==> src/rtl/mips_pkg.sv <==
// ----------------------------------------------------------------------------
// mips_pkg
//   Shared constants and types for the MIPS pipeline front end.
//   - NOP_INSTR        : all-zero word (sll $0,$0,0), used as the bubble.
//   - DEFAULT_RESET_PC : boot address of the program memory.
//   - fetch_entry_t    : one fetched word paired with its PC+4.
//   - align_word()     : clears the byte-offset bits of an address.
// ----------------------------------------------------------------------------
package mips_pkg;

  localparam logic [31:0] NOP_INSTR        = 32'h0000_0000;
  localparam logic [31:0] DEFAULT_RESET_PC = 32'h0040_0000;

  typedef struct packed {
    logic [31:0] instr;
    logic [31:0] pc_4;
  } fetch_entry_t;

  function automatic logic [31:0] align_word(input logic [31:0] addr);
    return {addr[31:2], 2'b00};
  endfunction

endpackage

==> src/rtl/fetch_prefetch_fifo.sv <==
// ----------------------------------------------------------------------------
// fetch_prefetch_fifo
//   Small synchronous FIFO of fetch_entry_t that soaks up fetched words while
//   decode is stalled. DEPTH must be a power of two and at least 2, so the
//   read/write pointers wrap for free; an extra count bit separates full
//   from empty.
//
// Ports:
//   clk, reset : clock and asynchronous active-high reset
//   push       : write din at the tail
//   pop        : drop the head entry
//   flush      : discard all entries; wins over push and pop
//   din        : entry to write
//   full       : DEPTH entries held
//   empty      : no entries held
//   head       : oldest entry (combinational read)
// ----------------------------------------------------------------------------
module fetch_prefetch_fifo
  import mips_pkg::*;
#(
  parameter int DEPTH = 2
) (
  input  logic         clk,
  input  logic         reset,
  input  logic         push,
  input  logic         pop,
  input  logic         flush,
  input  fetch_entry_t din,
  output logic         full,
  output logic         empty,
  output fetch_entry_t head
);

  localparam int PTR_W = $clog2(DEPTH);
  localparam int CNT_W = PTR_W + 1;
  localparam logic [CNT_W-1:0] FULL_CNT = CNT_W'(DEPTH);

  fetch_entry_t     mem [DEPTH];
  logic [PTR_W-1:0] wr_ptr;
  logic [PTR_W-1:0] rd_ptr;
  logic [CNT_W-1:0] count;
  logic             do_push;
  logic             do_pop;

  assign full  = (count == FULL_CNT);
  assign empty = (count == '0);
  assign head  = mem[rd_ptr];

  // A push into a full FIFO is only accepted when the head leaves in the
  // same cycle, which keeps the count unchanged.
  always_comb begin
    do_push = push && !flush && (!full || pop);
    do_pop  = pop  && !flush && !empty;
  end

  // Pointer and occupancy bookkeeping; flush simply rewinds everything.
  always_ff @(posedge clk or posedge reset) begin
    if (reset) begin
      wr_ptr <= '0;
      rd_ptr <= '0;
      count  <= '0;
    end else if (flush) begin
      wr_ptr <= '0;
      rd_ptr <= '0;
      count  <= '0;
    end else begin
      if (do_push) begin
        wr_ptr <= wr_ptr + 1'b1;
      end
      if (do_pop) begin
        rd_ptr <= rd_ptr + 1'b1;
      end
      if (do_push && !do_pop) begin
        count <= count + 1'b1;
      end else if (do_pop && !do_push) begin
        count <= count - 1'b1;
      end
    end
  end

  // Entry storage carries no reset: stale data is never observable because
  // the count gates every read.
  always_ff @(posedge clk) begin
    if (do_push) begin
      mem[wr_ptr] <= din;
    end
  end

endmodule

==> src/rtl/fetch_stage.sv <==
// ----------------------------------------------------------------------------
// fetch_stage
//   Instruction-fetch front end of the 5-stage MIPS pipeline. Owns the PC,
//   drives the program-memory address combinationally, buffers fetched words
//   in a prefetch FIFO while decode stalls, and presents a registered
//   instruction plus PC+4 to decode. A redirect from execute flushes all
//   in-flight words and restarts fetch at the (word-aligned) target.
//
// Optional feature macro: FETCH_PERF_CNT_EN
//   Adds stall_cycles_o, a saturating count of cycles where decode stalled
//   on a valid instruction with no redirect pending.
//
// Ports:
//   clk, reset        : clock and asynchronous active-high reset
//   stall_i           : decode cannot accept a new instruction
//   redirect_valid_i  : taken branch / jump resolved in execute
//   redirect_pc_i     : redirect target
//   imem_addr_o       : program-memory address (equals the PC)
//   imem_instr_i      : word at imem_addr_o, same cycle
//   instr_D_o         : registered instruction to decode
//   pc_4_D_o          : registered PC+4 of instr_D_o
//   valid_D_o         : decode outputs hold a real instruction
//   stall_cycles_o    : (FETCH_PERF_CNT_EN only) stall cycle counter
// ----------------------------------------------------------------------------
module fetch_stage
  import mips_pkg::*;
#(
  parameter logic [31:0] RESET_PC   = DEFAULT_RESET_PC,
  parameter int          FIFO_DEPTH = 2
) (
  input  logic        clk,
  input  logic        reset,
  input  logic        stall_i,
  input  logic        redirect_valid_i,
  input  logic [31:0] redirect_pc_i,
  output logic [31:0] imem_addr_o,
  input  logic [31:0] imem_instr_i,
  output logic [31:0] instr_D_o,
  output logic [31:0] pc_4_D_o,
  output logic        valid_D_o
`ifdef FETCH_PERF_CNT_EN
  ,
  output logic [31:0] stall_cycles_o
`endif
);

  logic [31:0]  pc_q;
  logic [31:0]  pc_d;
  logic         advance;
  logic         fetch_en;
  logic         fifo_full;
  logic         fifo_empty;
  logic         fifo_push;
  logic         fifo_pop;
  fetch_entry_t fifo_head;
  fetch_entry_t fetch_entry;
  logic [31:0]  instr_d;
  logic [31:0]  pc_4_d;
  logic         valid_d;

  assign imem_addr_o = pc_q;

  // A stall against an empty output register is treated as bubble fill,
  // so decode never waits on a slot that holds nothing.
  assign advance  = !stall_i || !valid_D_o;
  assign fetch_en = !(fifo_full && !advance);

  assign fetch_entry = '{instr: imem_instr_i, pc_4: pc_q + 32'd4};

  // Words go into the FIFO unless they can bypass straight to the output
  // register; the head leaves whenever decode advances and something is
  // buffered. A redirect suppresses both, and flush wipes the contents.
  always_comb begin
    fifo_push = 1'b0;
    fifo_pop  = 1'b0;
    if (!redirect_valid_i) begin
      fifo_push = fetch_en && !(advance && fifo_empty);
      fifo_pop  = advance && !fifo_empty;
    end
  end

  fetch_prefetch_fifo #(
    .DEPTH (FIFO_DEPTH)
  ) u_prefetch (
    .clk   (clk),
    .reset (reset),
    .push  (fifo_push),
    .pop   (fifo_pop),
    .flush (redirect_valid_i),
    .din   (fetch_entry),
    .full  (fifo_full),
    .empty (fifo_empty),
    .head  (fifo_head)
  );

  // Next PC and next decode-register contents. Redirect overrides stall and
  // does not fetch from the old PC; otherwise the output register takes the
  // oldest available word (FIFO head first, else the word being fetched).
  always_comb begin
    pc_d    = pc_q;
    instr_d = instr_D_o;
    pc_4_d  = pc_4_D_o;
    valid_d = valid_D_o;
    if (redirect_valid_i) begin
      pc_d    = align_word(redirect_pc_i);
      instr_d = NOP_INSTR;
      pc_4_d  = 32'h0;
      valid_d = 1'b0;
    end else begin
      if (fetch_en) begin
        pc_d = pc_q + 32'd4;
      end
      if (advance) begin
        valid_d = 1'b1;
        if (fifo_empty) begin
          instr_d = fetch_entry.instr;
          pc_4_d  = fetch_entry.pc_4;
        end else begin
          instr_d = fifo_head.instr;
          pc_4_d  = fifo_head.pc_4;
        end
      end
    end
  end

  // PC and decode-stage register.
  always_ff @(posedge clk or posedge reset) begin
    if (reset) begin
      pc_q      <= RESET_PC;
      instr_D_o <= NOP_INSTR;
      pc_4_D_o  <= 32'h0;
      valid_D_o <= 1'b0;
    end else begin
      pc_q      <= pc_d;
      instr_D_o <= instr_d;
      pc_4_D_o  <= pc_4_d;
      valid_D_o <= valid_d;
    end
  end

`ifdef FETCH_PERF_CNT_EN
  // Counts cycles where decode holds a real instruction it cannot take;
  // sticks at all-ones rather than wrapping.
  always_ff @(posedge clk or posedge reset) begin
    if (reset) begin
      stall_cycles_o <= 32'h0;
    end else if (stall_i && valid_D_o && !redirect_valid_i &&
                 (stall_cycles_o != 32'hFFFF_FFFF)) begin
      stall_cycles_o <= stall_cycles_o + 32'd1;
    end
  end
`endif

endmodule
==> config.mk <==
export PLATFORM = sky130hd
export DESIGN_NAME = fetch_stage
export DESIGN_NICKNAME = d
export VERILOG_FILES = /design/src/rtl/mips_pkg.sv /design/src/rtl/fetch_prefetch_fifo.sv /design/src/rtl/fetch_stage.sv
export SDC_FILE = /design/constraint.sdc
export NUM_CORES = 1
export LEC_CHECK = 0
export BUFFER_PORTS_ARGS = -buffer_cell sky130_fd_sc_hd__buf_4
export CORE_MARGIN = 2
export CORE_UTILIZATION = 32
export DETAILED_ROUTE_END_ITERATION = 16
export GPL_TIMING_DRIVEN = 0
export SYNTH_ARGS = -nofsm -noshare
export SYNTH_HDL_FRONTEND = slang
export SYNTH_SLANG_ARGS = --single-unit
==> constraint.sdc <==
create_clock -name clk -period 11.9 [get_ports clk]
set_input_delay 0.595 -clock clk [delete_from_list [all_inputs] [get_ports clk]]
set_output_delay 0.595 -clock clk [all_outputs]
set_load 0.03 [all_outputs]
## Yosys cells after proc, flatten, opt, wreduce, memory -nomap -nowiden

Memories as Yosys holds them, arrays and structs flattened.
Cells that the tools add are included.

- Equal/unequal tests: 2
- Reduce and logical (&&, ||, !) cells: 27
- Add/subtract/negate cells: 5
- Muxes and demuxes: 21

Operator list:

| kind | number |
|---|---|
| 32-bit two-way mux | 8 |
| 32-bit by 3-bit adder with 32-bit output (second input constant) | 1 |
| 1-bit logical AND | 10 |
| 1-bit zero test | 10 |
| 1-bit two-way mux | 10 |
| 2-bit two-way mux | 3 |
| 2-bit nonzero test | 3 |
| 3-bit nonzero test | 1 |
| 1-bit adder (second input constant) | 2 |
| 2-bit by 1-bit adder with 2-bit output (second input constant) | 1 |
| 2-bit equality test (second input constant) | 1 |
| 2-bit zero test | 1 |
| 1-bit logical OR | 2 |
| 2-bit != test (second input constant) | 1 |
| 2-bit by 1-bit subtractor with 2-bit output (second input constant) | 1 |

- Word-level logic and storage cells: 63
- Register bits after elaboration: 101
- Bits of input ports: 68
- Output and inout port bits: 97
- Bits in writable memories: 128
- Memories kept: 1

Memory list:

| memory | depth | width | rd ports | clocked after memory_dff | write ports | line | source |
|---|---|---|---|---|---|---|---|
| u_prefetch.mem | 2 | 64 | 1 | 0 | 1 | fetch_prefetch_fifo.sv:38 | `fetch_entry_t mem [DEPTH];` |

## Depth between registers and ports, before layout

Gate-level depths: netlist of the first run.

- Word-level depth: 14
- Depth in mapped cells: 7
- Gate-level depth less buffers: 6

## By module

A second synthesis of the first run with hierarchy kept.

- Cells, all modules: 715
- Area total of the unflattened synthesis: 9814.4 um2

Modules (own cells, without submodules):

| module | cells an instance | area each (um2) | times used | sequential area each (um2) |
|---|---|---|---|---|
| fetch_stage | 489 | 4942.2 | 1 | 2378.5 |
| fetch_prefetch_fifo | 226 | 4872.2 | 1 | 3943.8 |

## Worst setup path before layout of the first run

OpenSTA, ideal clock, no wires.

- Path type: input-to-reg
- Start point: input redirect_valid_i
- End point: memory u_prefetch.mem[1][10] in the netlist's numbering, enable pin
- Buffers on the path: 3
- Cell stages on the path: 4
- Slack: 5.600 ns
- Setup time: 0.571 ns
- Data arrival time: 5.729 ns
- Cells stage by stage: clkbuf_1 -> clkbuf_1 -> clkbuf_1 -> nor3b_1

- Word-level cells in the longest chain between the ends: 5
- Elaborated cells on any way between the ends: 8

Ends and longest elaborated chain:

| what | line | source |
|---|---|---|
| start, declared | fetch_stage.sv:34 | `input logic redirect_valid_i,` |
| 1-bit two-way mux / 1-bit zero test (equally long branches) | fetch_stage.sv:76, fetch_prefetch_fifo.sv:52 |  |
| 1-bit logical AND / 1-bit logical OR (equally long branches) | fetch_prefetch_fifo.sv:52 | `do_push = push && !flush && (!full \|\| pop);` |
| 1-bit logical AND (*) | fetch_prefetch_fifo.sv:52 |  |
| 1-bit two-way mux (*) | fetch_prefetch_fifo.sv:84 | `if (do_push) begin` |
| 1-bit two-way mux (implied by the code) (*) | fetch_prefetch_fifo.sv:85 | `mem[wr_ptr] <= din;` |
| end, declared | fetch_prefetch_fifo.sv:38 |  |

Every way passes the cells marked *; elsewhere a longest branch is shown, timed or not.

## Final worst setup path of the first run

- Start point: input redirect_valid_i
- End point: memory u_prefetch.mem[1][44] in the netlist's numbering, enable pin

The elaborated chain is that of the path after synthesis.

==> flow_metrics.env, run 1 <==
export IMPL_worst_slew_pin_slew_ns=1.19
export IMPL_outcome="finished clean"
export IMPL_post_cts_resized=0
export IMPL_syn_to_final_growth_pct=27.4
export IMPL_clock_root_buffer="clkbuf_16"
export IMPL_layout_common_cells="buf_4 (162), nand2_1 (144), edfxtp_1 (124)"
export IMPL_postSynthCellCount=816
export IMPL_dieHeight_um=179
export IMPL_clock_power_share_pct=37.7
export IMPL_cts_clk_slew_worst_paths_ns=0.06
export IMPL_dp_hpwl_um=19200
export IMPL_place_ws_ns=8.66
export IMPL_synth_seq_cells=222
export IMPL_holdBufCountCts=0
export IMPL_synth_avg_cell_area_um2=12.0
export IMPL_tns_ns=0
export IMPL_ir_worst_vdd_mv=0.0983
export IMPL_crit_arrival_ns=2.90
export IMPL_slowest_delay_ns=0.83
export IMPL_finalWirelength_um=26800
export IMPL_r2r_slack_ns=9.28
export IMPL_grt_ovfl_total=0
export IMPL_synth_edff_count=124
export IMPL_syn_area_um2=9800
export IMPL_via_per_inst=4.94
export IMPL_start_util_pct=32.3
export IMPL_cts_tree="yes"
export IMPL_ys_flop_type="edfxtp_1"
export IMPL_setup_viol=0
export IMPL_slew_headroom_pct=20.3
export IMPL_ys_seq_area_share_pct=63.1
export IMPL_insertion_delay_ns=0.52
export IMPL_h_tree_depth=1
export IMPL_power_switching_uw=534
export IMPL_ys_types=54
export IMPL_final_nets=1087
export IMPL_routedWlPerCell_um=18.7
export IMPL_core_um2=30300
export IMPL_hold_path_class="primary input to async pin"
export IMPL_num_vias=7078
export IMPL_grt_antenna_before_repair=0
export IMPL_layout_commonest_cell="buf_4"
export IMPL_dieArea_um2=32000
export IMPL_cp_required_ns=12.12
export IMPL_drive_gt1_share_pct=24.8
export IMPL_combPwrFrac_pct=16.3
export IMPL_skew_ns=0.0119
export IMPL_first_pass_iters=5
export IMPL_finalWeightedCongestion=0.866
export IMPL_switching_share_pct=27.0
export IMPL_leakage_uw=0.00478
export IMPL_cts_setup_buffers=0
export IMPL_timing_final_crit_share_pct=22.4
export IMPL_path_cells="clkbuf_1 > clkbuf_1 > clkbuf_1 > nor3b_2 > buf_6 > buf_6 > buf_6"
export IMPL_pin_count=165
export IMPL_cts_buffers=25
export IMPL_cp_end_kind="flip-flop"
export IMPL_seq_power_share_pct=46.0
export IMPL_grt_pass1_vias=6886
export IMPL_die_w_um=179
export IMPL_power_density_nw_per_um2=159
export IMPL_grt_pass1_wl_um=40600
export IMPL_diodes=0
export IMPL_synth_async_reset_ratio_pct=44.1
export IMPL_crit_type="primary input to flip-flop"
export IMPL_maxCapViolations=0
export IMPL_rsz0062_at_grt="false"
export IMPL_yosysWarnings=0
export IMPL_grt_usage_pct=16.7
export IMPL_antenna_left=0
export IMPL_cts_sinks=222
export IMPL_fill_cells=2907
export IMPL_cts_buffer_depth=3
export IMPL_final_max_slew_viol_count=0
export IMPL_setup_slack_ns=9.23
export IMPL_start_kind="primary input"
export IMPL_hold_viol_final=0
export IMPL_fmax_ghz=0.374
export IMPL_rows=64
export IMPL_cp_slowest_cell="nor3b_2"
export IMPL_drt_iter0_markers=424
export IMPL_port_buffers=159
export IMPL_fin_crit_ns=2.67
export IMPL_internal_power_uw=1450
export IMPL_drcViolationCount=0
export IMPL_critPathMaxFanout=10
export IMPL_grt_max_degree=58
[state kept, by name, summed over array words and instances, names as in the netlist]
name	cells
u_prefetch.mem	124
instr_D_o	32
pc_4_D_o	31
imem_addr_o	30
u_prefetch.count	2
u_prefetch.rd_ptr	1
u_prefetch.wr_ptr	1
valid_D_o	1
[power by group through the flow]
| stage | clock network, µW | logic, µW | registers [µW] |
|---|---|---|---|
| after floorplan | 0 | 132 | 982 |
| after global placement | 0 | 313 | 932 |
| after detailed placement | 0 | 326 | 927 |
| after CTS | 764 | 326 | 912 |
| after global routing | 797 | 349 | 917 |
| final | 746 | 322 | 911 |
[area by class of cell]
class	instances	area, µm²	share of cell area [%]
plain buffers	62	288	2.31
clock buffers	38	704	5.65
clock inverters	7	86.3	0.692
inverters	5	21.3	0.170
multi-input cells	528	3330	26.7
flip-flops and latches	222	6180	49.5
well taps	396	495	3.97
repair buffers	174	1380	11.0
[worst max-delay path, delay by kind of cell]
kind	cells	cell delay (ns)
buf+inv	6	1.46
simple gates	1	0.83
[path summary, 6_finish.rpt]
path,startpoint,to,depth (start not counted)
setup / recovery,redirect_valid_i,u_prefetch.mem[1][44]$_DFFE_PP_,7
hold / removal,reset,instr_D_o[19]$_DFFE_PP0P_,2
setup reg to reg,u_prefetch.count[1]$_DFFE_PP0P_,imem_addr_o[10]$_DFFE_PP0N_,6
hold reg to reg,pc_4_D_o[12]$_DFFE_PP0P_,pc_4_D_o[12]$_DFFE_PP0P_,2
max in group asynchronous,reset,imem_addr_o[22]$_DFFE_PP1N_,3
min in group clk,imem_instr_i[24],u_prefetch.mem[1][56]$_DFFE_PP_,1
[cell families after synthesis]
| group | Yosys count | share of synthesized area, % |
|---|---|---|
| simple gates | 239 | 11.7 |
| flops | 222 | 63.1 |
| compound gates | 174 | 11.1 |
| buf+inv | 67 | 3.13 |
| mux | 65 | 6.64 |
| xor+xnor | 47 | 4.20 |
| fa+ha+maj | 1 | 0.128 |
| other cells | 1 | 0.0383 |
[Yosys cell counts, types with 6 or more instances]
cell type | n | area share, %
nand3_1 | 8 | 0.41
o21ai_0 | 52 | 2.7
nor4_1 | 6 | 0.38
mux2i_1 | 65 | 6.6
a21oi_1 | 46 | 2.3
nor2_1 | 22 | 0.84
dfrtp_1 | 97 | 25
buf_2 | 6 | 0.31
clkbuf_1 | 40 | 1.5
nand2_1 | 144 | 5.5
xor2_1 | 14 | 1.3
o211ai_1 | 40 | 3.1
xnor2_1 | 33 | 3.0
buf_1 | 8 | 0.31
a31o_2 | 20 | 1.8
edfxtp_1 | 124 | 38
nor3_1 | 9 | 0.46
nand4_1 | 13 | 0.83
[layer usage]
metal,track usage (%),routed length (µm)
met3,2.88,1390
met4,5.28,686
met1,22.5,11600
met5,0,0
met2,27.4,13100
[metrics by stage]
step | util [%] | cell area (µm²) | power (µW) | hold slack [ns] | cells
after floorplan | - | 9800 | 1110 | 0.519 | 817
after global placement | 37.9 | 11500 | 1240 | 0.481 | 1372
after detailed placement | 38.5 | 11700 | 1250 | 0.500 | 1387
after CTS | 41.1 | 12500 | 2000 | 0.171 | 1432
after global routing | 41.1 | 12500 | 2060 | 0.182 | 1432
final | 41.1 | 12500 | 1980 | 0.147 | 1432
Note: power is estimated with default switching activity, not from simulation.
==> run 2, diff against run 1 <==
Settings changed: ABC_AREA from default to 1.
Clock period 11.9 ns to 2.45 ns, I/O delays scaled along.
==> run 2 against run 1 <==
Net effect: critical path depth decreased by 1; total power grew to 4.9 times the previous value; worst hold slack worse by 0.13 ns; die area is essentially flat; core utilization up 1.9 points; via count grew 15%.
==> flow_metrics.env, run 2 <==
export IMPL_synth_edff_count=124
export IMPL_cts_buffers=25
export IMPL_rr_startpoint="u_prefetch.count[1]$_DFFE_PP0P_"
export IMPL_insertion_delay_ns=0.52
export IMPL_syn_area_um2=9800
export IMPL_postSynthCellCount=1038
export IMPL_drt_iter0_markers=572
export IMPL_cp_end_kind="flip-flop"
export IMPL_pin_count=165
export IMPL_fin_crit_ns=2.07
export IMPL_ys_flop_type="edfxtp_1"
export IMPL_timing_final_crit_share_pct=84.3
export IMPL_synth_most_common_cell="nand2_1"
export IMPL_tns_ns=0
export IMPL_diodes=0
export IMPL_routedWlPerCell_um=17.2
export IMPL_yosys_top_cells_count="nand2_1 (395), edfxtp_1 (124), nor2_1 (98)"
export IMPL_syn_to_final_growth_pct=33.4
export IMPL_grt_usage_pct=18.3
export IMPL_start_util_pct=32.3
export IMPL_largest_registers="u_prefetch.mem x124, instr_D_o x32, pc_4_D_o x31"
export IMPL_min_to="imem_addr_o[15]$_DFFE_PP0N_"
export IMPL_crit_path_frequent_cell="nor2_1"
export IMPL_ys_types=38
export IMPL_whs_path_depth=5
export IMPL_yosysTopAreaCell="edfxtp_1"
export IMPL_h_tree_depth=1
export IMPL_cts_buffer_depth=3
export IMPL_layout_common_cells="nand2_1 (395), buf_4 (168), edfxtp_1 (124)"
export IMPL_power_density_nw_per_um2=746
export IMPL_critPathMaxFanout=28
export IMPL_dieArea_um2=32000
export IMPL_synth_top_area_share_pct=38.0
export IMPL_drive_gt1_share_pct=19.3
export IMPL_ys_seq_area_share_pct=63.0
export IMPL_hold_viol_final=0
export IMPL_path_cells="nor2_1 > nor2_1 > a21oi_1 > nor2_4 > buf_12 > buf_16"
export IMPL_via_per_inst=4.75
export IMPL_grt_pass1_vias=7997
export IMPL_finalWirelength_um=29400
export IMPL_synth_async_reset_ratio_pct=44.1
export IMPL_setup_slack_ns=0.384
export IMPL_holdWs_ns=0.0187
export IMPL_r2r_slack_ns=0.38
export IMPL_yosysWarnings=0
export IMPL_synth_avg_cell_area_um2=9.44
export IMPL_worst_slew_pin_slew_ns=0.727
export IMPL_slowest_delay_ns=0.42
export IMPL_largest_reg_flops=124
export IMPL_post_cts_resized=0
export IMPL_layout_commonest_cell="nand2_1"
export IMPL_antenna_left=0
export IMPL_grt_antenna_before_repair=0
export IMPL_fill_cells=2944
export IMPL_clock_root_buffer="clkbuf_16"
export IMPL_start_kind="flip-flop"
export IMPL_first_pass_iters=6
export IMPL_leakage_uw=0.00567
export IMPL_hp_start="redirect_pc_i[15]"
export IMPL_outcome="finished clean"
export IMPL_synth_area_leaders="edfxtp_1 (38%), dfrtp_1 (25%), nand2_1 (15%)"
export IMPL_slew_headroom_pct=51.6
export IMPL_cts_tree="yes"
export IMPL_finalWeightedCongestion=0.878
export IMPL_place_ws_ns=0.000278
export IMPL_cts_clk_slew_worst_paths_ns=0.06
export IMPL_core_um2=30300
export IMPL_die_w_um=179
export IMPL_ir_worst_vdd_mv=0.453
export IMPL_rsz0062_at_grt="false"
export IMPL_drcViolationCount=0
export IMPL_setup_viol=0
export IMPL_hold_path_class="primary input to flip-flop"
export IMPL_crit_arrival_ns=2.33
export IMPL_grt_ovfl_total=0
export IMPL_r2r_end="u_prefetch.mem[1][58]$_DFFE_PP_"
export IMPL_crit_type="flip-flop to flip-flop"
export IMPL_reg2reg_depth=6
export IMPL_dieHeight_um=179
export IMPL_port_buffers=159
export IMPL_final_nets=1364
export IMPL_cts_sinks=222
export IMPL_rows=64
export IMPL_registers_top_by_ff_count="u_prefetch.mem"
export IMPL_num_vias=8111
export IMPL_fmax_ghz=0.484
export IMPL_final_max_slew_viol_count=0
export IMPL_skew_ns=0.0134
export IMPL_grt_max_degree=34
export IMPL_dp_hpwl_um=20900
export IMPL_cp_required_ns=2.72
export IMPL_cp_slowest_cell="a21oi_1"
export IMPL_synth_seq_cells=222
export IMPL_maxCapViolations=0
export IMPL_grt_pass1_wl_um=44800
-- run 2: cell types whose count changed after synthesis, moves of 8 or more --
cell      change
a21oi_1      +16
a31o_2       -20
buf_2         +9
clkbuf_1     -21
inv_1        +34
mux2i_1      -64
nand2_1     +251
nand3_1      +57
nand4_1      -11
nor2_1       +76
nor3_1        -8
o21ai_0      -36
xnor2_1      -33
xor2_1        -8
-- run 2: power by group --
group          internal [µW]  switching, µW
Clock                   2080           1480
Combinational            602           1130
Sequential              4270            202
-- run 2: cell type report --
cell class	count	area [µm²]	area share [%]
Tap cell	396	495	3.79
Clock inverter	8	70.1	0.536
Multi-Input combinational cell	722	3240	24.8
Buffer	50	233	1.78
Timing Repair Buffer	229	1980	15.2
Inverter	45	173	1.32
Sequential cell	222	6180	47.3
Clock buffer	37	701	5.36
-- run 2: critical path: cells and delay by family, from the launching register on --
family / cells / cell delay, ns
AND/OR/NAND/NOR: 3 / 0.57
AO/OA/AOI/OAI: 1 / 0.42
flip-flops: 1 / 0.41
buffers and inverters: 2 / 0.38
-- run 2: cell families (layout without fill, tap and decap cells) --
group	Yosys count	after routing	synth area share [%]
xor gates and xnor gates	6	6	0.536
and+or+nand+nor	584	584	24.3
DFF	222	222	63.0
adders and majority gates	1	1	0.128
other	1	2	0.0383
AOI/OAI and AO/OA	128	128	7.74
muxes	1	1	0.102
buffers and inverters	95	369	4.10
-- run 2: per-layer routing --
layer	vias to the layer above	part of all wire, %	track usage [%]
li1	3966	-	-
met1	3842	45	25.2
met2	256	46	29.7
met3	47	5.6	2.88
met4	0	3.1	5.62
met5	-	0	0
-- run 2: metrics by stage --
step / std cells / instance area, µm² / power (µW) / utilization, %
floorplan: 1039 / 9810 / 5450 / -
global placement: 1594 / 11500 / 6140 / 37.9
detailed placement: 1601 / 11700 / 6200 / 38.5
CTS: 1707 / 13100 / 9820 / 43.0
global route: 1709 / 13100 / 10100 / 43.1
finish: 1709 / 13100 / 9750 / 43.1
-- run 2: worst max path at each step --
| stage | startpoint | slack (ns) | end | cells past startpoint |
|---|---|---|---|---|
| floorplan | valid_D_o$_DFFE_PP0P_ | -0.67 | u_prefetch.mem[1][10]$_DFFE_PP_ | 5 |
| global placement | valid_D_o$_DFFE_PP0P_ | -1.82 | u_prefetch.mem[1][22]$_DFFE_PP_ | 4 |
| detailed placement | valid_D_o$_DFFE_PP0P_ | 0.0003 | u_prefetch.mem[1][22]$_DFFE_PP_ | 6 |
| CTS | valid_D_o$_DFFE_PP0P_ | 0.002 | u_prefetch.mem[0][61]$_DFFE_PP_ | 6 |
| global route | imem_addr_o[2]$_DFFE_PP0N_ | 0.20 | pc_4_D_o[16]$_DFFE_PP0P_ | 10 |
| finish | u_prefetch.count[1]$_DFFE_PP0P_ | 0.38 | u_prefetch.mem[1][58]$_DFFE_PP_ | 6 |
-- run 2: timing repair --
action	in CTS	in global routing
endpoints found under the hold margin	149	0
hold buffers	61	0
endpoints found under the setup margin	0	43
buffers inserted	0	2
==> run 3, diff against run 2 <==
Settings changed: ABC_AREA 1 to 0.
Clock period 2.45 ns to 2.1 ns, I/O delays scaled along.
==> run 3 against run 2 <==
Net effect: the run now ends with setup timing left; clock skew decreased by 0.0039 ns; critical path depth did not move; final area increased by 3.5%; non-clock buffer count rose by 41; sequential cell count did not move; clock-buffer cell count is 9 lower; die area barely moved; maximum frequency decreased by 2.0%; global-route usage decreased by 0.84 points; routed wire length shrank 4.9%; critical path type unchanged.
==> flow_metrics.env, run 3 (same netlist as run 1, synthesis figures left out) <==
export IMPL_num_vias=7401
export IMPL_maxCapViolations=0
export IMPL_grt_pass1_wl_um=42800
export IMPL_r2r_end="pc_4_D_o[30]$_DFFE_PP0P_"
export IMPL_violations="setup timing"
export IMPL_clock_power_share_pct=34.7
export IMPL_path_cells="nand4_1 > or4_4 > buf_6 > nor4_4 > xnor2_2 > a31o_1"
export IMPL_crit_arrival_ns=2.51
export IMPL_routedWlPerCell_um=18.5
export IMPL_grt_antenna_before_repair=0
export IMPL_final_max_slew_viol_count=0
export IMPL_antenna_left=0
export IMPL_dieArea_um2=32000
export IMPL_cts_clk_slew_worst_paths_ns=0.06
export IMPL_r2r_slack_ns=-0.007
export IMPL_worst_slew_pin_slew_ns=0.793
export IMPL_rr_startpoint="imem_addr_o[22]$_DFFE_PP1N_"
export IMPL_h_tree_depth=1
export IMPL_holdWs_ns=0.0763
export IMPL_multiInputGateArea_um2=3490
export IMPL_grt_ovfl_total=0
export IMPL_final_nets=1170
export IMPL_grt_max_degree=38
export IMPL_drcViolationCount=0
export IMPL_core_um2=30300
export IMPL_reg2reg_depth=6
export IMPL_hp_start="stall_i"
export IMPL_syn_to_final_growth_pct=38.0
export IMPL_registers_top_by_ff_count="u_prefetch.mem"
export IMPL_setup_viol=1
export IMPL_clock_root_buffer="clkbuf_16"
export IMPL_whs_path_depth=4
export IMPL_post_route_util_pct=44.6
export IMPL_layout_common_cells="buf_4 (192), nand2_1 (143), edfxtp_1 (124)"
export IMPL_drt_iter0_markers=477
export IMPL_finalWeightedCongestion=0.881
export IMPL_die_w_um=179
export IMPL_dp_hpwl_um=19100
export IMPL_cts_tree="yes"
export IMPL_place_ws_ns=-0.534
export IMPL_cts_buffer_depth=3
export IMPL_fin_crit_ns=2.11
export IMPL_cts_sinks=222
export IMPL_finalWirelength_um=28000
export IMPL_timing_final_crit_share_pct=100
export IMPL_cp_end_kind="flip-flop"
export IMPL_rsz0062_at_grt="true"
export IMPL_cp_required_ns=2.50
export IMPL_fill_cells=2826
export IMPL_first_pass_iters=5
export IMPL_power_switching_uw=3080
export IMPL_combPwrFrac_pct=18.3
export IMPL_crit_type="flip-flop to flip-flop"
export IMPL_critPathMaxFanout=3
export IMPL_cts_buffers=24
export IMPL_switching_share_pct=27.9
export IMPL_seqCellArea_um2=6190
export IMPL_largest_reg_flops=124
export IMPL_layout_commonest_cell="buf_4"
export IMPL_start_kind="flip-flop"
export IMPL_tns_ns=-0.00707
export IMPL_port_buffers=159
export IMPL_grt_usage_pct=17.4
export IMPL_slowest_delay_ns=0.53
export IMPL_hold_viol_final=0
export IMPL_finalPower_uw=11000
export IMPL_cp_slowest_cell="dfstp_2"
export IMPL_start_util_pct=32.3
export IMPL_diodes=0
export IMPL_grt_pass1_vias=7566
export IMPL_setup_slack_ns=-0.00707
export IMPL_power_density_nw_per_um2=815
export IMPL_outcome="complete, but fails checks"
export IMPL_ir_worst_vdd_mv=0.513
export IMPL_via_per_inst=4.89
export IMPL_min_to="u_prefetch.rd_ptr$_DFFE_PP0P_"
export IMPL_seq_power_share_pct=47.0
export IMPL_internal_power_uw=7950
export IMPL_largest_registers="u_prefetch.mem x124, instr_D_o x32, pc_4_D_o x31"
export IMPL_fmax_ghz=0.475
export IMPL_skew_ns=0.00944
export IMPL_dieHeight_um=179
export IMPL_insertion_delay_ns=0.52
export IMPL_rows=64
export IMPL_slew_headroom_pct=47.0
export IMPL_hold_path_class="primary input to flip-flop"
export IMPL_drive_gt1_share_pct=29.2
export IMPL_pin_count=165
export IMPL_leakage_uw=0.00527
run 3: area by class of cell:
class	instances	area share, %
inverters	5	0.167
well taps	396	3.66
clock inverters	15	0.490
repair buffers	265	17.3
flip-flops and latches	222	45.8
multi-input cells	528	25.8
plain buffers	55	2.04
clock buffers	28	4.71
run 3: worst max path at each step:
| stage | startpoint | end | slack [ns] | cells past startpoint |
|---|---|---|---|---|
| after floorplan | valid_D_o$_DFFE_PP0P_ | u_prefetch.mem[1][10]$_DFFE_PP_ | -0.80 | 4 |
| after detailed placement | redirect_valid_i | u_prefetch.mem[1][46]$_DFFE_PP_ | -0.53 | 6 |
| after CTS | imem_addr_o[22]$_DFFE_PP1N_ | pc_4_D_o[28]$_DFFE_PP0P_ | -0.02 | 7 |
| after global placement | redirect_valid_i | u_prefetch.mem[1][55]$_DFFE_PP_ | -2.21 | 4 |
| after global routing | imem_addr_o[22]$_DFFE_PP1N_ | pc_4_D_o[30]$_DFFE_PP0P_ | -0.08 | 6 |
| final | imem_addr_o[22]$_DFFE_PP1N_ | pc_4_D_o[30]$_DFFE_PP0P_ | -0.007 | 6 |
run 3: critical path: cells and delay by family (launching register included):
kind | cells | cell delay, ns
xor+xnor | 1 | 0.14
buf+inv | 1 | 0.14
simple gates | 3 | 0.99
compound gates | 1 | 0.19
flops | 1 | 0.53
run 3: routing by layer:
layer	track usage [%]	routed length [µm]	vias to the layer above
li1	-	-	3535
met1	23.0	12200	3621
met2	28.8	13500	191
met3	2.91	1460	54
met4	6.50	868	0
met5	0	0	-
run 3: power by group through the flow:
stage                     clock (µW)  sequential, µW  combinational, µW
after CTS                       3920            5180               2010
after global routing            4100            5220               2180
after global placement             0            5260               1790
after detailed placement           0            5250               1880
final                           3830            5180               2020
after floorplan                    0            5560                757
run 3: metrics by stage:
stage	cells	cell area [µm²]
floorplan	817	9860
global placement	1372	11500
detailed placement	1382	11800
CTS	1503	13300
global route	1514	13500
finish	1514	13500
run 3: what timing repair did:
| item | in CTS | in global routing |
|---|---|---|
| resized for setup | 23 | 26 |
| setup endpoints to repair | 179 | 79 |
| hold endpoints to repair | 156 | 0 |
| hold buffers | 63 | 0 |
| setup buffers | 20 | 13 |
| pin swaps | 9 | 9 |
